===== config.mk =====
export PLATFORM = sky130hd
export DESIGN_NAME = prog_timer_bank
export DESIGN_NICKNAME = d
export VERILOG_FILES = /design/src/rtl/prog_timer_pkg.sv /design/src/rtl/prog_timer_ch.sv /design/src/rtl/prog_timer_bank.sv
export SDC_FILE = /design/constraint.sdc
export NUM_CORES = 1
export LEC_CHECK = 0
export CAP_MARGIN = 20
export CORE_ASPECT_RATIO = 1.25
export CORE_MARGIN = 10
export CORE_UTILIZATION = 35
export DETAILED_ROUTE_END_ITERATION = 8
export DONT_BUFFER_PORTS = 1
export PLACE_DENSITY = 0.6
export SETUP_SLACK_MARGIN = 0.15
export SYNTH_ARGS = -nofsm -noshare
export SYNTH_HDL_FRONTEND = slang
export SYNTH_SLANG_ARGS = --single-unit

===== constraint.sdc =====
create_clock -name clk -period 1.59 [get_ports clk]
set_clock_uncertainty 0.05 [all_clocks]
set_input_delay 0.159 -clock clk [delete_from_list [all_inputs] [get_ports clk]]
set_output_delay 0.159 -clock clk [all_outputs]
set_load 0.02 [all_outputs]

===== src/rtl/prog_timer_pkg.sv =====
// Shared types and default sizing for the programmable timer bank.
package prog_timer_pkg;

    typedef enum logic {
        IDLE = 1'b0,
        RUN  = 1'b1
    } state_e;

    typedef enum logic {
        ONE_SHOT = 1'b0,
        PERIODIC = 1'b1
    } mode_e;

    localparam int NCH_DEF = 4;
    localparam int W_DEF   = 8;

endpackage


===== src/rtl/prog_timer_ch.sv =====
// One timer channel: IDLE/RUN FSM counting 0..term_q, pulsing done at terminal count.
module prog_timer_ch
    import prog_timer_pkg::*;
#(
    parameter int W = W_DEF
) (
    input  logic         clk,
    input  logic         rst,
    input  logic         i_start,
    input  logic         i_stop,
    input  logic         i_mode,
    input  logic [W-1:0] i_term,
    output logic         o_busy,
    output logic         o_done,
    output logic [W-1:0] o_count,
    output logic         o_done_nxt
);

    state_e       r_state;
    state_e       w_state_nxt;
    mode_e        r_mode;
    mode_e        w_mode_nxt;
    logic [W-1:0] r_term;
    logic [W-1:0] w_term_nxt;
    logic [W-1:0] r_count;
    logic [W-1:0] w_count_nxt;
    logic         r_done;
    logic         w_done_nxt;
    logic         w_at_term;

    assign w_at_term = (r_count == r_term);

    // Channel state register; reset wins over every request
    always_ff @(posedge clk) begin
        if (rst) begin
            r_state <= IDLE;
            r_mode  <= ONE_SHOT;
            r_term  <= {W{1'b0}};
            r_count <= {W{1'b0}};
            r_done  <= 1'b0;
        end else begin
            r_state <= w_state_nxt;
            r_mode  <= w_mode_nxt;
            r_term  <= w_term_nxt;
            r_count <= w_count_nxt;
            r_done  <= w_done_nxt;
        end
    end

    // Next-state logic; stop outranks start, restart suppresses a terminal-count done
    always_comb begin
        w_state_nxt = r_state;
        w_mode_nxt  = r_mode;
        w_term_nxt  = r_term;
        w_count_nxt = r_count;
        w_done_nxt  = 1'b0;
        case (r_state)
            IDLE: begin
                if (i_start && !i_stop) begin
                    w_state_nxt = RUN;
                    w_mode_nxt  = mode_e'(i_mode);
                    w_term_nxt  = i_term;
                    w_count_nxt = {W{1'b0}};
                end else begin
                    w_state_nxt = IDLE;
                end
            end
            RUN: begin
                if (i_stop) begin
                    w_state_nxt = IDLE;
                end else if (i_start) begin
                    w_mode_nxt  = mode_e'(i_mode);
                    w_term_nxt  = i_term;
                    w_count_nxt = {W{1'b0}};
                end else if (w_at_term) begin
                    w_done_nxt = 1'b1;
                    if (r_mode == PERIODIC) begin
                        w_count_nxt = {W{1'b0}};
                    end else begin
                        w_state_nxt = IDLE;
                    end
                end else begin
                    w_count_nxt = r_count + {{(W-1){1'b0}}, 1'b1};
                end
            end
            default: begin
                w_state_nxt = IDLE;
            end
        endcase
    end

    assign o_busy     = (r_state == RUN);
    assign o_done     = r_done;
    assign o_count    = r_count;
    assign o_done_nxt = w_done_nxt;

endmodule


===== src/rtl/prog_timer_bank.sv =====
// Bank of NCH independent programmable timers with a combined, done-aligned any_done flag.
module prog_timer_bank
    import prog_timer_pkg::*;
#(
    parameter int NCH = NCH_DEF,
    parameter int W   = W_DEF
) (
    input  logic                  clk,
    input  logic                  rst,
    input  logic [NCH-1:0]        start,
    input  logic [NCH-1:0]        stop,
    input  logic [NCH-1:0]        mode,
    input  logic [NCH-1:0][W-1:0] term,
    output logic [NCH-1:0]        busy,
    output logic [NCH-1:0]        done,
    output logic [NCH-1:0][W-1:0] count,
    output logic                  any_done
);

    logic [NCH-1:0] w_done_nxt;
    logic           r_any_done;

    for (genvar g = 0; g < NCH; g++) begin : g_ch
        prog_timer_ch #(
            .W (W)
        ) u_ch (
            .clk        (clk),
            .rst        (rst),
            .i_start    (start[g]),
            .i_stop     (stop[g]),
            .i_mode     (mode[g]),
            .i_term     (term[g]),
            .o_busy     (busy[g]),
            .o_done     (done[g]),
            .o_count    (count[g]),
            .o_done_nxt (w_done_nxt[g])
        );
    end

    // OR of next-cycle done terms, so any_done lands on the same cycle as done
    always_ff @(posedge clk) begin
        if (rst) begin
            r_any_done <= 1'b0;
        end else begin
            r_any_done <= |w_done_nxt;
        end
    end

    assign any_done = r_any_done;

endmodule

Yosys cells after proc, flatten, opt, wreduce, memory -nomap -nowiden
Index checks and enable logic that the tools add are counted.
- logic and storage cells: 162
- output and inout port bits: 41
- bits in registers: 77
- $add $sub $neg: 4
- reduce and logical (&&, ||, !) cells: 17
- bitwise gates (word level): 4
- equality and inequality tests: 20
- muxes and demuxes: 96
- operator list (cell ; count):
    $mux 8 ; 32
    $pmux 8 s2 ; 8
    $mux 1 ; 48
    $add 8x1->8 const B ; 4
    $eq 8x8->1 ; 4
    $reduce_and 3->1 ; 8
    $ne 2x2->1 const B ; 8
    $ne 4x4->1 const B ; 4
    $pmux 1 s2 ; 8
    $ne 2x1->1 const B ; 4
    $logic_and 1x1->1 ; 4
    $logic_not 1->1 ; 4
    $not 1->1 ; 4
    $reduce_or 4->1 ; 1

Logic depth before layout (Yosys ltp)
Gate-level depths: netlist of run 1.
- depth in word-level cells: 6
- mapped depth: 6
- mapped depth without buffers: 5

By module
A second synthesis of run 1 with hierarchy kept.
- cells, all modules: 547
- area, all modules: 4454.3 µm²
- modules (own cells, without submodules) (module ; area an instance (µm²) ; cells each ; times used):
    prog_timer_ch ; 1106.1 ; 136 ; 4
    prog_timer_bank ; 30.0 ; 3 ; 1

Worst setup path after synthesis of run 1
No wires, ideal clock.
- kind: reg2reg
- start point: register g_ch[0].u_ch.r_count[3]
- end point: register g_ch[0].u_ch.r_count[1]
- stages on the path, launching flop included: 6
- data required time: 1.468 ns
- data arrival time: 1.485 ns
- slack: -0.017 ns
- setup time: 0.072 ns
- path through: dfxtp_1 > buf_2 > xnor2_2 > nand4_2 > o41ai_4 > mux2i_1
- cells in the longest elaborated chain, start to end: 5
- elaborated cells between the ends (all ways): 7
- classes of those cells: eq/ne (2); mux (4); reduce/logical (1)
- RTL lines (what ; line ; source):
    from (decl) ; prog_timer_ch.sv:25 ; logic [W-1:0] r_count;
    from (signal assigned) ; prog_timer_ch.sv:39 ; r_count <= {W{1'b0}};
    from (signal assigned) ; prog_timer_ch.sv:45 ; r_count <= w_count_nxt;
    $eq 8x8->1 * ; prog_timer_ch.sv:31 ; assign w_at_term = (r_count == r_term);
    $mux 8 ; prog_timer_ch.sv:75 ; end else if (w_at_term) begin
    $mux 8 ; prog_timer_ch.sv:71 ; end else if (i_start) begin
    $mux 8 ; prog_timer_ch.sv:69 ; if (i_stop) begin
    $pmux 8 s2 ; prog_timer_ch.sv:57 ; case (r_state)
Every way passes the cells marked *; elsewhere a longest branch is shown, timed or not. The select of a mux whose other input is x is not followed.
A chain may end at the register's enable or synchronous reset.

Worst setup path after layout of run 1
- start point: register g_ch[3].u_ch.r_count[2]
- end point: register g_ch[3].u_ch.r_count[1]
- cells in the longest elaborated chain, start to end: 5
- elaborated cells between the ends (all ways): 7
- classes of those cells: eq/ne (2); mux (4); reduce/logical (1)
- RTL lines (what ; line):
    from (decl) ; prog_timer_ch.sv:25
    from (signal assigned) ; prog_timer_ch.sv:39
    from (signal assigned) ; prog_timer_ch.sv:45
    $eq 8x8->1 * ; prog_timer_ch.sv:31
    $mux 8 ; prog_timer_ch.sv:75
    $mux 8 ; prog_timer_ch.sv:71
    $mux 8 ; prog_timer_ch.sv:69
    $pmux 8 s2 ; prog_timer_ch.sv:57
Marked as above.

==> flow_summary.ini, run 1 <==
[finish]
fin_cells = 749
n_antenna_cell = 0
regArea_sq_mm = 0.00163
multi_input_area_sq_mm = 0.00318
drive_gt1_share_pct = 41.7
nets = 630
area_growth_pct = 50.3
nFillCells = 1057
post-route-util_pct = 53.7

[place]
pre_cts_ws_ns = 0.00579
post-dp-hpwl_mm = 8.66
place_inst = 663
numPortBuffers = 0
gp_congestion = 0.864

[die]
ios = 87
die_x_microns = 119
die_area_sq_mm = 0.0172
core_area_sq_mm = 0.0121
row_count = 45
die_y_microns = 144
start_util_pct = 35.7

[drt]
drc = 0
wl_per_cell_microns = 17.3
num_vias = 3980
wl_mm = 13.0
viasPerCell = 5.31
drtAntennaViolNets = 0
initialDrtViolationCount = 181
drt_pass1_iterations = 4

[yosys]
syn_nets = 532
yosys_most_used_dff = dfxtp_1
synth.distinct_cells = 38
yosys.area.top_type = dfxtp_1
synthArstFlopShare_pct = 0
synth_commonest_cells = 95 x nand2_1, 77 x dfxtp_1, 36 x a21oi_1
synthCells = 482
yosys_warnings = 0
synth.avg_cell_area_sq_um = 8.97
synth_seq_cells = 77
synth_top_area_share_pct = 35.6
synthTopCellsByArea = dfxtp_1 36%, nand2_1 8.2%, xnor2_2 6.4%, o221ai_1 4.9%, a21oi_1 4.2%
netlist_area_sq_mm = 0.00432
seq_area_frac_synth_pct = 35.6
synth_edf_count = 0
synth.most_common_cell = nand2_1

[critical_path]
worstPathMaxFanout = 4
r2r_slack_ns = 0.05
cp-start-kind = flop
cp-end-kind = flop
crit_type = flop to flop
critPathRequiredTime_ns = 1.80
cp.arrival_ns = 1.75

[grt]
antenna_found_initial = 0
grt_pass1_vias = 3946
grt_remaining_overflow = 0
grt_pass1_wl_mm = 19.9
grt_usage_pct = 14.1
grt_max_degree = 46

[timing]
max_slew_margin_pct = 63.6
setup_violations = 0
max_slew.worst_pin.slew_ns = 0.544
maxSlewViolCount = 0
fin_crit_ns = 1.54
holdWs_ns = 0.0237
post-route-period-util_pct = 97.1
hold_violations = 0
rsz0062_at_grt = true
final.setup.worst_slack_ns = 0.0456
fmax_mhz = 647

[power_and_ir_drop]
powerDensity_mw_per_mm2 = 810
ir_drop_mv = 0.460
leakage_uw = 0.00211

[cts]
clockBufferDepth = 2
path_clk_slew_ns = 0.06
cts_buffers = 9
root_buffer = clkbuf_16
clkLatencyLatePin_ns = 0.33
cts_tree = built
cts.sinks = 77
h-tree-depth = 3

[job]
cap_violations = 0

[hold_path]
hold_class = input port to flop

[run_status]
outcome = completed
-- report_power, final --
part	switching (uW)	leakage, uW	internal, uW
clock	832	0.000165	1520
combinational	432	0.00129	443
sequential	69.5	0.000653	1970
-- cell usage in the layout (no fill, tap or decap), drive strengths merged --
master	count
dlygate4sd3	42
o21ai	16
inv	26
nor3	16
nand3	12
mux2i	8
a41oi	1
nor4	1
o221ai	24
and3	7
buf	72
or2	3
xnor2	32
o2111ai	12
nor3b	8
o211ai	16
o41ai	4
a31oi	4
nand4	10
a21oi	36
o21ba	4
ha	4
and4	8
nor2	12
nand2	95
nand2b	12
clkbuf	12
dfxtp	77
clkinvlp	1
nor2b	8
bufinv	2
-- worst paths after layout --
| path | startpoint | to | depth (start not counted) |
|---|---|---|---|
| worst max register to register | g_ch[3].u_ch.o_count[2]$_SDFFE_PP0P_ | g_ch[3].u_ch.o_count[1]$_SDFFE_PP0P_ | 4 |
| worst min register to register | g_ch[0].u_ch.r_term[4]$_SDFFE_PP0P_ | g_ch[0].u_ch.r_term[4]$_SDFFE_PP0P_ | 2 |
| worst max-delay path | g_ch[3].u_ch.o_count[2]$_SDFFE_PP0P_ | g_ch[3].u_ch.o_count[1]$_SDFFE_PP0P_ | 4 |
| worst min-delay path | start[1] | g_ch[1].u_ch.o_count[1]$_SDFFE_PP0P_ | 3 |
-- final cells by class --
| cell class | instances | area share [%] |
|---|---|---|
| tap | 164 | 3.16 |
| multi-input combinational | 353 | 48.9 |
| clock buffer | 12 | 4.12 |
| sequential | 77 | 25.1 |
| clock inverter | 4 | 1.17 |
| inverter | 25 | 1.44 |
| timing repair buffer | 114 | 16.1 |
-- registers in the layout, indices dropped and copies added, names as in the netlist --
| signal | cells |
|---|---|
| g_ch.u_ch.o_done | 4 |
| g_ch.u_ch.r_term | 32 |
| g_ch.u_ch.r_mode | 4 |
| g_ch.u_ch.o_busy | 4 |
| any_done | 1 |
| g_ch.u_ch.o_count | 32 |
-- metal layers --
metal	global-route usage (%)	wire (microns)	vias to the layer above
li1	-	-	1931
met1	15.3	5190	1929
met2	26.0	7090	109
met3	3.86	579	11
met4	4.39	126	0
met5	0	0	-
-- timing repair --
item / 4_1_cts / 5_1_grt
pin swaps: 14 / 48
hold buffers: 42 / 1
gates resized for setup: 41 / 87
endpoints found under the hold margin: 45 / 1
gates cloned: 1 / 2
endpoints found under the setup margin: 31 / 38
setup buffers: 8 / 16
-- worst max-delay path, cell delays in order (launching register included) --
cell     delay, ns
dfxtp_4       0.37
xnor2_4       0.26
nand4_4       0.20
o41ai_4       0.37
mux2i_1       0.22
-- metrics by stage --
step	power (uW)	cell area [sq um]	setup TNS [ns]
floorplan	2490	4460	0
global placement	2580	4850	0
detailed placement	2590	4850	0
CTS	5160	5920	0
global route	5470	6500	-0.113
finish	5260	6500	0
-- kinds of logic (layout without fill, tap and decap cells) --
family / Yosys count / after routing / share of synthesized area [%]
AO/OA/AOI/OAI: 117 / 117 / 21.9
adder cells (fa/ha/maj): 4 / 4 / 1.16
buffers and inverters: 54 / 155 / 5.79
multiplexers: 8 / 8 / 1.85
AND/OR/NAND/NOR: 190 / 192 / 23.8
flip-flops: 77 / 77 / 35.6
XOR/XNOR: 32 / 32 / 9.87
Note: power is estimated with default switching activity, not from simulation.
==> run 2, diff against run 1 <==
Settings changed: SLEW_MARGIN from default to 30, SYNTH_HIERARCHICAL from default to 1.
Clock period 1.59 ns to 1.6 ns, I/O delays scaled along.
==> run 2 against run 1 <==
Net effect: first-iteration DRC count is 53% higher; sequential share of layout area shrank 0.11 points; fmax decreased by 2.4%; worst setup slack got worse by 0.028 ns; clock power decreased by 6%; flip-flop and latch count unchanged; count of clock-buffer cells in the layout shrank 2; largest power group unchanged; highest routed layer unchanged.
==> flow_summary.ini, run 2 <==
[die]
core_area_sq_mm = 0.0126
die_y_microns = 146
die_x_microns = 121
die_area_sq_mm = 0.0177
start_util_pct = 35.3
ios = 87
row_count = 46

[place]
gp_congestion = 0.871
numPortBuffers = 0
post-dp-hpwl_mm = 9.62
place_inst = 757

[grt]
met1_usage_pct = 17.7
antenna_found_initial = 0
grt_usage_pct = 16.0
grt_util_met2_pct = 27.1
grt_max_degree = 53
grt_remaining_overflow = 0
use_met3_pct = 4.36
grt_pass1_wl_mm = 23.0
busiest_layer = met2
grt_pass1_vias = 4512

[power_and_ir_drop]
p_switching_uw = 1350
ir_drop_mv = 0.470
swShare_pct = 26.7
intPower_uw = 3720
powerDensity_mw_per_mm2 = 773
clock_power_share_pct = 43.6
p_seq_share_pct = 39.5
leakage_uw = 0.00221
power_frac_comb_pct = 16.9

[yosys]
synth.most_common_cell = nand2_1
synth.avg_cell_area_sq_um = 8.14
synthMuxAreaShare_pct = 1.80
synth_edf_count = 0
yosys.area.top_type = dfxtp_1
synthCells = 547
seq_area_frac_synth_pct = 34.6
syn_nets = 597
synth_seq_cells = 77
yosys.area_share.simple_pct = 25.6
synth_compound_area_share_pct = 22.0
netlist_area_sq_mm = 0.00445
synth_commonest_cells = 112 x nand2_1, 77 x dfxtp_1, 36 x a21oi_1
synth_xor_xnor_area_share_pct = 8.99
synthAdderAreaFrac_pct = 1.12
synth_top_area_share_pct = 34.6
synthArstFlopShare_pct = 0
yosys_most_used_dff = dfxtp_1
synthTopCellsByArea = dfxtp_1 35%, nand2_1 9.4%, xnor2_2 5.8%, o2111ai_1 5.5%, a21oi_1 4.0%
synth_top_family_by_area = simple AND/OR/NAND/NOR gates
yosys_warnings = 6
synth.distinct_cells = 33

[critical_path]
r2r_slack_ns = 0.02
r2r-start = g_ch[1].u_ch/r_term[2]$_SDFFE_PP0P_
cp-start-kind = flop
crit_end = g_ch[1].u_ch/o_count[1]$_SDFFE_PP0P_
critPathRequiredTime_ns = 1.76
cp.arrival_ns = 1.74
cp-end-kind = flop
worstSetupStartpoint = g_ch[1].u_ch/r_term[2]$_SDFFE_PP0P_
reg2reg_to = g_ch[1].u_ch/o_count[1]$_SDFFE_PP0P_
reg2reg_depth = 4
worstPathMaxFanout = 5
crit_type = flop to flop

[cts]
cts_buffers = 9
clkLatencyLatePin_ns = 0.34
cts.sinks = 77
cts_tree = built
root_buffer = clkbuf_16
path_clk_slew_ns = 0.06
clockBufferDepth = 2
h-tree-depth = 3

[finish]
nFillCells = 1139
final_cell_mix = 112 x nand2_1, 69 x buf_4, 40 x dlygate4sd3_1, 36 x a21oi_1, 36 x dfxtp_2
nets = 705
area_growth_pct = 47.3
drive_gt1_share_pct = 37.0
layout_commonest_cell = nand2_1
fin_cells = 828
n_antenna_cell = 0

[timing]
fin_crit_ns = 1.58
fmax_mhz = 632
max_slew.worst_pin.slew_ns = 0.433
maxSlewViolCount = 0
holdWs_ns = 0.0444
rsz0062_at_grt = true
post-route-period-util_pct = 98.9
max_slew_margin_pct = 71.1
setup_violations = 0
fin_setup_tns_ns = 0
hold_violations = 0

[drt]
wl_mm = 14.6
initialDrtViolationCount = 277
drt_pass1_iterations = 4
wl_per_cell_microns = 17.7
drtAntennaViolNets = 0
drc = 0
viasPerCell = 5.49
num_vias = 4544

[hold_path]
hold_depth = 3
hold_class = input port to flop

[run_status]
outcome = completed

[job]
cap_violations = 0
[run 2: cell types whose count changed in the layout (fill, tap and decap cells not counted), moves of 10 or more]
cell       previous run  this run
nand3_1               9        31
o2111ai_1             0        20
nand2_1              95       112
nor2_1               12        28
o31a_1                0        16
a31oi_1               0        15
buf_4                55        69
inv_1                25        12
nor3_1               13         1
o211ai_1             16         4
o221ai_1             13         1
xnor2_2              17        27
xnor2_4              15         5
[run 2: area by class of cell]
cell class / count / area (sq um) / share of cell area, %
multi-input cells: 422 / 3140 / 47.9
flip-flops and latches: 77 / 1640 / 25.0
repair buffers: 133 / 1210 / 18.4
clock buffers: 10 / 229 / 3.49
well taps: 168 / 210 / 3.20
clock inverters: 6 / 87.6 / 1.34
inverters: 12 / 45.0 / 0.687
[run 2: worst min-delay path by stage]
stage                   from                              endpoint  slack [ns]
global route        start[2]  g_ch[2].u_ch/o_count[0]$_SDFFE_PP0P_        0.05
detailed placement       rst  g_ch[1].u_ch/o_count[4]$_SDFFE_PP0P_        0.19
CTS                 start[2]  g_ch[2].u_ch/o_count[0]$_SDFFE_PP0P_        0.03
finish              start[2]  g_ch[2].u_ch/o_count[0]$_SDFFE_PP0P_        0.04
global placement         rst  g_ch[0].u_ch/o_count[3]$_SDFFE_PP0P_        0.18
floorplan                rst                   any_done$_SDFF_PP0_        0.18
[run 2: logic make-up (layout without fill, tap and decap cells)]
family / after synthesis / count (layout)
xor+xnor: 32 / 32
flops: 77 / 77
mux: 8 / 8
compound gates: 140 / 140
fa+ha+maj: 4 / 4
simple gates: 238 / 238
buf+inv: 48 / 161
[run 2: power groups by stage]
stage | Combinational [uW] | Sequential [uW] | Clock (uW)
after global routing | 923 | 2010 | 2360
after CTS | 718 | 2000 | 2270
final | 859 | 2000 | 2210
after global placement | 528 | 2040 | 0
after floorplan | 374 | 2040 | 0
after detailed placement | 542 | 2040 | 0
[run 2: routing by layer]
| metal | part of all wire (%) | wire length, microns |
|---|---|---|
| met5 | 0 | 0 |
| met3 | 6.0 | 886 |
| met1 | 39 | 5740 |
| met4 | 3.3 | 483 |
| met2 | 51 | 7530 |
[run 2: stage by stage]
stage	cell area (sq um)	setup WS (ns)	utilization, %	total power, uW
floorplan	4540	-0.00820	-	2420
global placement	5090	-0.0899	40.4	2570
detailed placement	5090	-0.112	40.4	2580
CTS	6130	0.0710	48.6	4990
global route	6560	-0.0550	52.0	5290
finish	6560	0.0179	52.0	5070
[run 2: timing repair]
item	CTS	global route
buffers inserted	5	6
hold buffers	41	0
cloned	1	2
pin swaps	26	42
hold endpoints to repair	65	0
endpoints found under the setup margin	37	40
resized for setup	59	79
[run 2: critical path, cell delays in order (launching register included)]
cell and delay (ns):
dfxtp_1 0.37, xnor2_2 0.12, nand4_2 0.17, o41a_1 0.58
mux2i_1 0.17
